### src/rtl/rvga_mem_arbiter.sv
// rvga_mem_arbiter: shares one test_ddr-style memory port between the
// instruction-fetch requester and the load/store requester. One transaction
// is in flight at a time. The winner's request is captured into the mem_*
// registers, held until mem_resp_v_i, and the response is returned to the
// winner as a one-cycle pulse.
//
// Handshake: a requester raises its valid and holds it until its resp_v
// pulse. Its fields are sampled only in the IDLE cycle in which it wins.
// mem_*_v_o stays high with stable fields until mem_resp_v_i is seen.
// mem_resp_v_i while IDLE is ignored.
//
// dbg_state_o exposes the FSM state: 0 = IDLE, 1 = BUSY_I, 2 = BUSY_D.
module rvga_mem_arbiter #(
  parameter int word_width_p    = 32,
  parameter int wmask_width_p   = 4,
  parameter int priority_mode_p = 0
) (
  input  logic                     clk_i,
  input  logic                     rst_i,
  input  logic                     i_r_v_i,
  input  logic [word_width_p-1:0]  i_addr_i,
  output logic [word_width_p-1:0]  i_data_o,
  output logic                     i_resp_v_o,
  input  logic                     d_r_v_i,
  input  logic                     d_w_v_i,
  input  logic [word_width_p-1:0]  d_addr_i,
  input  logic [word_width_p-1:0]  d_data_i,
  input  logic [wmask_width_p-1:0] d_wmask_i,
  output logic [word_width_p-1:0]  d_data_o,
  output logic                     d_resp_v_o,
  output logic                     mem_r_v_o,
  output logic                     mem_w_v_o,
  output logic [word_width_p-1:0]  mem_addr_o,
  output logic [word_width_p-1:0]  mem_data_o,
  output logic [wmask_width_p-1:0] mem_wmask_o,
  input  logic [word_width_p-1:0]  mem_data_i,
  input  logic                     mem_resp_v_i,
  output logic [1:0]               dbg_state_o
);

  typedef enum logic [1:0] {
    IDLE   = 2'd0,
    BUSY_I = 2'd1,
    BUSY_D = 2'd2
  } state_e;

  state_e                   state_q;
  logic                     last_grant_q;  // 1 = data was served last
  logic [word_width_p-1:0]  i_data_q;
  logic                     i_resp_v_q;
  logic [word_width_p-1:0]  d_data_q;
  logic                     d_resp_v_q;
  logic                     mem_r_v_q;
  logic                     mem_w_v_q;
  logic [word_width_p-1:0]  mem_addr_q;
  logic [word_width_p-1:0]  mem_data_q;
  logic [wmask_width_p-1:0] mem_wmask_q;

  logic d_req;
  logic grant_i;
  logic grant_d;

  // Pick the winner among the requests visible this cycle.
  always_comb begin
    d_req   = d_r_v_i | d_w_v_i;
    grant_i = 1'b0;
    grant_d = 1'b0;
    if (priority_mode_p == 1) begin
      grant_d = d_req;
      grant_i = i_r_v_i & ~d_req;
    end else if (i_r_v_i && d_req) begin
      // Tie: serve whoever was not served last.
      grant_i = last_grant_q;
      grant_d = ~last_grant_q;
    end else begin
      grant_i = i_r_v_i;
      grant_d = d_req;
    end
  end

  // Arbitration FSM with all outputs registered.
  always_ff @(posedge clk_i or posedge rst_i) begin
    if (rst_i) begin
      state_q      <= IDLE;
      last_grant_q <= 1'b1;
      i_data_q     <= '0;
      i_resp_v_q   <= 1'b0;
      d_data_q     <= '0;
      d_resp_v_q   <= 1'b0;
      mem_r_v_q    <= 1'b0;
      mem_w_v_q    <= 1'b0;
      mem_addr_q   <= '0;
      mem_data_q   <= '0;
      mem_wmask_q  <= '0;
    end else begin
      i_resp_v_q <= 1'b0;
      d_resp_v_q <= 1'b0;
      case (state_q)
        IDLE: begin
          if (grant_i) begin
            mem_r_v_q   <= 1'b1;
            mem_w_v_q   <= 1'b0;
            mem_addr_q  <= i_addr_i;
            mem_data_q  <= '0;
            mem_wmask_q <= '0;
            state_q     <= BUSY_I;
          end else if (grant_d) begin
            // Read and write together is treated as a write.
            mem_r_v_q   <= ~d_w_v_i;
            mem_w_v_q   <= d_w_v_i;
            mem_addr_q  <= d_addr_i;
            mem_data_q  <= d_w_v_i ? d_data_i : '0;
            mem_wmask_q <= d_w_v_i ? d_wmask_i : '0;
            state_q     <= BUSY_D;
          end
        end
        BUSY_I: begin
          if (mem_resp_v_i) begin
            i_data_q     <= mem_data_i;
            i_resp_v_q   <= 1'b1;
            mem_r_v_q    <= 1'b0;
            mem_w_v_q    <= 1'b0;
            last_grant_q <= 1'b0;
            state_q      <= IDLE;
          end
        end
        BUSY_D: begin
          if (mem_resp_v_i) begin
            d_data_q     <= mem_data_i;
            d_resp_v_q   <= 1'b1;
            mem_r_v_q    <= 1'b0;
            mem_w_v_q    <= 1'b0;
            last_grant_q <= 1'b1;
            state_q      <= IDLE;
          end
        end
        default: state_q <= IDLE;
      endcase
    end
  end

  assign i_data_o    = i_data_q;
  assign i_resp_v_o  = i_resp_v_q;
  assign d_data_o    = d_data_q;
  assign d_resp_v_o  = d_resp_v_q;
  assign mem_r_v_o   = mem_r_v_q;
  assign mem_w_v_o   = mem_w_v_q;
  assign mem_addr_o  = mem_addr_q;
  assign mem_data_o  = mem_data_q;
  assign mem_wmask_o = mem_wmask_q;
  assign dbg_state_o = state_q;

endmodule

### config.mk
export PLATFORM = sky130hd
export DESIGN_NAME = rvga_mem_arbiter
export DESIGN_NICKNAME = d
export VERILOG_FILES = /design/src/rtl/rvga_mem_arbiter.sv
export SDC_FILE = /design/constraint.sdc
export NUM_CORES = 1
export LEC_CHECK = 0
export CELL_PAD_IN_SITES_DETAIL_PLACEMENT = 0
export CELL_PAD_IN_SITES_GLOBAL_PLACEMENT = 1
export CORE_AREA = 2 2 153 155
export DETAILED_ROUTE_END_ITERATION = 16
export DIE_AREA = 0 0 155 157
export HOLD_SLACK_MARGIN = 0.15
export PLACE_DENSITY_LB_ADDON = 0.1
export SLEW_MARGIN = 15
export SYNTH_ARGS = -nofsm -noshare
export SYNTH_HDL_FRONTEND = slang
export SYNTH_SLANG_ARGS = --single-unit
### constraint.sdc
create_clock -name clk_i -period 4 [get_ports clk_i]
set_input_delay 0.4 -clock clk_i [delete_from_list [all_inputs] [get_ports clk_i]]
set_output_delay 0.4 -clock clk_i [all_outputs]
set_load 0.02 [all_outputs]
## Yosys cells after proc, flatten, opt, wreduce, memory -nomap -nowiden

Cells that the tools add are included.

- Output and inout port bits: 138
- Flip-flop bits (word level): 139
- Logic and storage cells: 58

- Eq/ne operators: 6
- Reductions and logical operators: 12
- Muxes and demuxes: 26
- Bitwise gates (word level): 3

Operators by type and width:

| kind | number |
|---|---|
| 32-bit 2-to-1 mux | 5 |
| 4-bit 2-to-1 mux | 3 |
| 1-bit 2-to-1 mux | 11 |
| 2-bit AND reduction | 4 |
| 2-bit 2-to-1 mux | 3 |
| 1-bit one-hot mux with 2 select lines | 3 |
| 3-bit AND reduction | 2 |
| 2-bit nonzero test | 3 |
| 2-bit != test, second input constant | 2 |
| 2-bit one-hot mux with 2 select lines | 1 |
| 3-bit != test, second input constant | 1 |
| 2-bit by 1-bit equality test with 1-bit output, second input constant | 1 |
| 2-bit equality test, second input constant | 1 |
| 2-bit logical NOT | 1 |
| 2-bit by 1-bit != test with 1-bit output, second input constant | 1 |
| 1-bit NOT | 2 |
| 2-bit OR reduction | 1 |
| 1-bit logical AND | 1 |
| 1-bit bitwise OR | 1 |

## Longest topological paths before layout

- Word-level depth: 6
- Depth in mapped cells: 7
- Gate-level depth less buffers: 5

## Worst setup path before layout

OpenSTA, ideal clock, no wires.

- Path kind: reg2reg
- Start: register state_q[0] (netlist: dbg_state_o[0])
- End: register d_data_q[10] (netlist: d_data_o[10])
- Buffers on the path: 1
- Required time: 3875 ps
- Period minus slack after synthesis: 1612 ps
- Cell stages (with the launch flop): 6
- Setup slack: 2388 ps
- Arrival: 1487 ps
- Cell sequence: dfrtp_1 -> inv_1 -> ha_1 -> nand2_1 -> buf_2 -> mux2_2

- Word-level cells in the longest chain between the ends: 2

RTL lines:

| item | line | source |
|---|---|---|
| from (decl) | 47 | `state_e state_q;` |
| from (signal assigned) | 84 | `state_q <= IDLE;` |
| from (signal assigned) | 106 | `state_q <= BUSY_I;` |
| from (signal assigned) | 114 | `state_q <= BUSY_D;` |
| 2-bit equality test | 98 | `case (state_q)` |
| 2-bit AND reduction (no line) | -- |  |
| to (signal assigned) | 129 | `d_data_q <= mem_data_i;` |
| to (decl) | 51 | `logic [word_width_p-1:0] d_data_q;` |

No other way between the ends.
A chain may end at the register's enable or synchronous reset.

## Worst setup path in the final report

- Start: register state_q[0] (netlist: dbg_state_o[0])
- End: register mem_addr_q[18] (netlist: mem_addr_o[18])

- Word-level cells in the longest chain between the ends: 2

RTL lines:

| item | line | source |
|---|---|---|
| 2-bit logical NOT | 98 |  |
| 2-bit AND reduction (no line) | -- |  |
| to (signal assigned) | 103 | `mem_addr_q <= i_addr_i;` |
| to (signal assigned) | 111 | `mem_addr_q <= d_addr_i;` |
| to (decl) | 55 | `logic [word_width_p-1:0] mem_addr_q;` |

No other way between the ends.

==> results.cfg <==
[timing]
fmax_ghz = 0.470
slew_viol_final = 0
worstMarginPinSlew_ns = 0.934
finClkSkew_ns = 0.00912
post-route-period-util_pct = 53.2
setup_violations = 0
rsz0062_at_grt = no
min_period_ns = 2.13
slew-limit-headroom_pct = 37.7
totalNegativeSetupSlack_ns = 0
hold_viol = 0
hold_ws_ns = 0.484

[power_and_ir_drop]
ir_worst_vdd_mv = 0.375
power_density_nw_per_um2 = 865
p_leak_nw = 3.77

[synth]
synthAdderAreaFrac_pct = 0.673
synth_seq_cells = 139
ys.flop_type = dfrtp_1
synth.most_common_cell = dfrtp_1
synth_xor_xnor_area_share_pct = 0
synth_compound_area_share_pct = 16.9
yosysWarningCount = 0
synth_mux_area_share_pct = 13.1
synth_top_area_share_pct = 61.9
ys_seq_area_share_pct = 62.4
syn_inst = 434
synth_area_um2 = 5580
async_flop_share_pct = 100
synth_nets = 575
yosys.area_share.simple_pct = 3.23
synth_top_cell_by_area = dfrtp_1
synth-edff-count = 0
synth_cell_types = 31
synth_commonest_cells = dfrtp_1 (138), mux2_2 (64), a22o_1 (37)
synthTopCellsByArea = dfrtp_1 (62%), mux2_2 (13%), a22o_1 (5.8%)
synth_top_family_by_area = compound AO/OA/AOI/OAI gates
postSynthAreaPerCell_um2 = 12.9

[route]
vias = 4608
postRouteAntennaNets = 0
vias_per_cell = 4.61
wl_mm = 18.2
drt_iter0_markers = 179
wire_per_inst_um = 18.2
drcViolationCount = 0
firstDrtPassIters = 4

[finish]
drive_gt1_share_pct = 15.3
diodes = 0
regArea_um2 = 3480
multi_input_area_um2 = 1890
nNetsFinal = 842
n_fill_cell = 2149
area_growth_pct = 63.9
final_area_um2 = 9140

[cts]
h-tree-depth = 4
cts.sinks = 139
path_clk_slew_ns = 0.07
cts-root-buf = clkbuf_16
clock_path_buffers = 2
clock_latency_ns = 0.42
cts-hold-fix-buffers = 0
cts_tree = built
ctsResizeCount = 0
cts_setup_buffers = 0
cts_buffers = 17

[worst_hold_path]
min_from = last_grant_q$_DFFE_PP1P_
hold_depth = 2
min_path_type = reg -> reg
worstHoldEndpoint = last_grant_q$_DFFE_PP1P_

[die]
start_util_pct = 24.8
fp-row-count = 55
die_h_um = 157
die_width_um = 155
ioPinCount = 276
dieArea_um2 = 24300
core_area_um2 = 22500

[setup_path]
critical-path-slowest-cell = o31a_1
setup.worst_path.start_class = flip-flop
crit_type = reg -> reg
required_ns = 4.34
r2r_slack_ns = 1.87
cpPeakStageDelay_ns = 0.63
critPathArrivalTime_ns = 2.47
r2r-end = mem_addr_o[18]$_DFFE_PP0P_
crit_chain = inv_1 > ha_1 > o31a_1 > buf_4 > nor2_1 > a21oi_1
cp_max_fo = 18
regToRegStartpoint = dbg_state_o[0]$_DFFE_PP0P_
r2r_cells = 6
end_kind = flip-flop
critPathLaunch = dbg_state_o[0]$_DFFE_PP0P_

[global_routing]
grt_util_met1_pct = 17.9
grt_max_degree = 140
grt_pass1_vias = 5022
antenna_found_initial = 1
overflow = 0
grt_use_met2_pct = 24.3
grt_first_pass_wirelength_mm = 28.2
busiest_layer = met2
grt_use_total_pct = 15.0
grt_use_met3_pct = 6.72

[place]
place_congestion = 0.737
post-dp-hpwl_mm = 12.2
placed_cell_area_um2 = 8590
portBuffers = 275

[status]
outcome = finished clean

[run]
drv_cap = 0
## cell families (layout without fill, tap and decap cells)
kind of cell | Yosys count | count (layout)
compound gates | 142 | 142
flops | 139 | 139
mux | 65 | 65
simple gates | 44 | 44
buf+inv | 41 | 321
fa+ha+maj | 3 | 3
## per-stage QoR
stage,setup WS (ns),power [mW],utilization (%),instances
final,1.87,7.91,40.6,999
after global routing,1.66,8.41,40.6,999
after CTS,1.82,8.04,40.6,999
after detailed placement,1.50,6.47,38.2,967
after global placement,1.54,6.44,38.2,967
after floorplan,1.87,4.56,-,434
## flip-flops by register name, indices dropped and copies added, names as in the netlist
signal,count
d_data_o,32
i_data_o,32
mem_addr_o,32
mem_data_o,32
mem_wmask_o,4
dbg_state_o,2
d_resp_v_o,1
i_resp_v_o,1
last_grant_q,1
mem_r_v_o,1
mem_w_v_o,1
## per-layer routing
layer | up-vias | routed length [um] | part of all wire (%)
met5 | - | 12 | 0.066
met4 | 2 | 327 | 1.8
met3 | 27 | 1810 | 9.9
met2 | 205 | 8490 | 47
met1 | 2259 | 7570 | 42
li1 | 2115 | - | -
## cell type report
class	count	share of cell area, %
timing repair buffer	283	31.0
tap	285	3.90
clock inverter	13	1.20
inverter	6	0.287
multi-input combinational	254	20.7
clock buffer	19	4.84
sequential	139	38.1
## worst max path at each step
| stage | endpoint | cells after the start |
|---|---|---|
| floorplan | d_data_o[0]$_DFFE_PP0P_ | 1 |
| global placement | mem_addr_o[8]$_DFFE_PP0P_ | 5 |
| detailed placement | mem_addr_o[12]$_DFFE_PP0P_ | 5 |
| CTS | mem_addr_o[30]$_DFFE_PP0P_ | 6 |
| global route | mem_addr_o[27]$_DFFE_PP0P_ | 6 |
| finish | mem_addr_o[18]$_DFFE_PP0P_ | 6 |
## worst max-delay path, delay by kind of cell, from the launching register on
kind / cells / cell delay (ns)
adders and majority gates: 1 / 0.34
buffers and inverters: 2 / 0.47
DFF: 1 / 0.42
AOI/OAI and AO/OA: 2 / 0.75
and+or+nand+nor: 1 / 0.07
## cell usage in the layout, fill, tap and decap left out
cell type / netlist / routed
mux2_2: 64 / 64
clkbuf_1: 9 / 1
a22o_1: 37 / 37
a32o_1: 1 / 1
dfstp_2: 1 / 1
buf_4: 3 / 6
nor2b_1: 1 / 1
o2bb2ai_1: 1 / 1
inv_1: 6 / 5
clkinv_4: 0 / 2
inv_8: 0 / 1
mux2i_1: 1 / 1
o31ai_4: 1 / 1
a31oi_1: 32 / 32
clkdlybuf4s50_1: 0 / 275
dfrtp_1: 138 / 138
o31a_1: 1 / 1
buf_12: 0 / 2
and2_1: 1 / 1
clkbuf_8: 0 / 1
clkbuf_16: 0 / 17
inv_6: 0 / 5
o21bai_2: 1 / 1
a211o_1: 1 / 1
a21oi_1: 32 / 32
a21o_1: 1 / 1
nor4b_1: 1 / 1
o21ai_0: 32 / 32
ha_1: 3 / 3
nor3b_1: 1 / 1
nor3_1: 1 / 1
nand2_1: 5 / 5
clkinvlp_4: 0 / 6
o21ba_2: 1 / 1
nor2_1: 34 / 34
a21boi_2: 1 / 1
## report_power, final
group          total, mW  switching [mW]  internal [mW]
sequential          2.47           0.373           2.10
combinational       3.94            2.00           1.94
clock               1.50           0.670          0.826
total               7.91            3.04           4.87
Note: power is estimated with default switching activity, not from simulation.
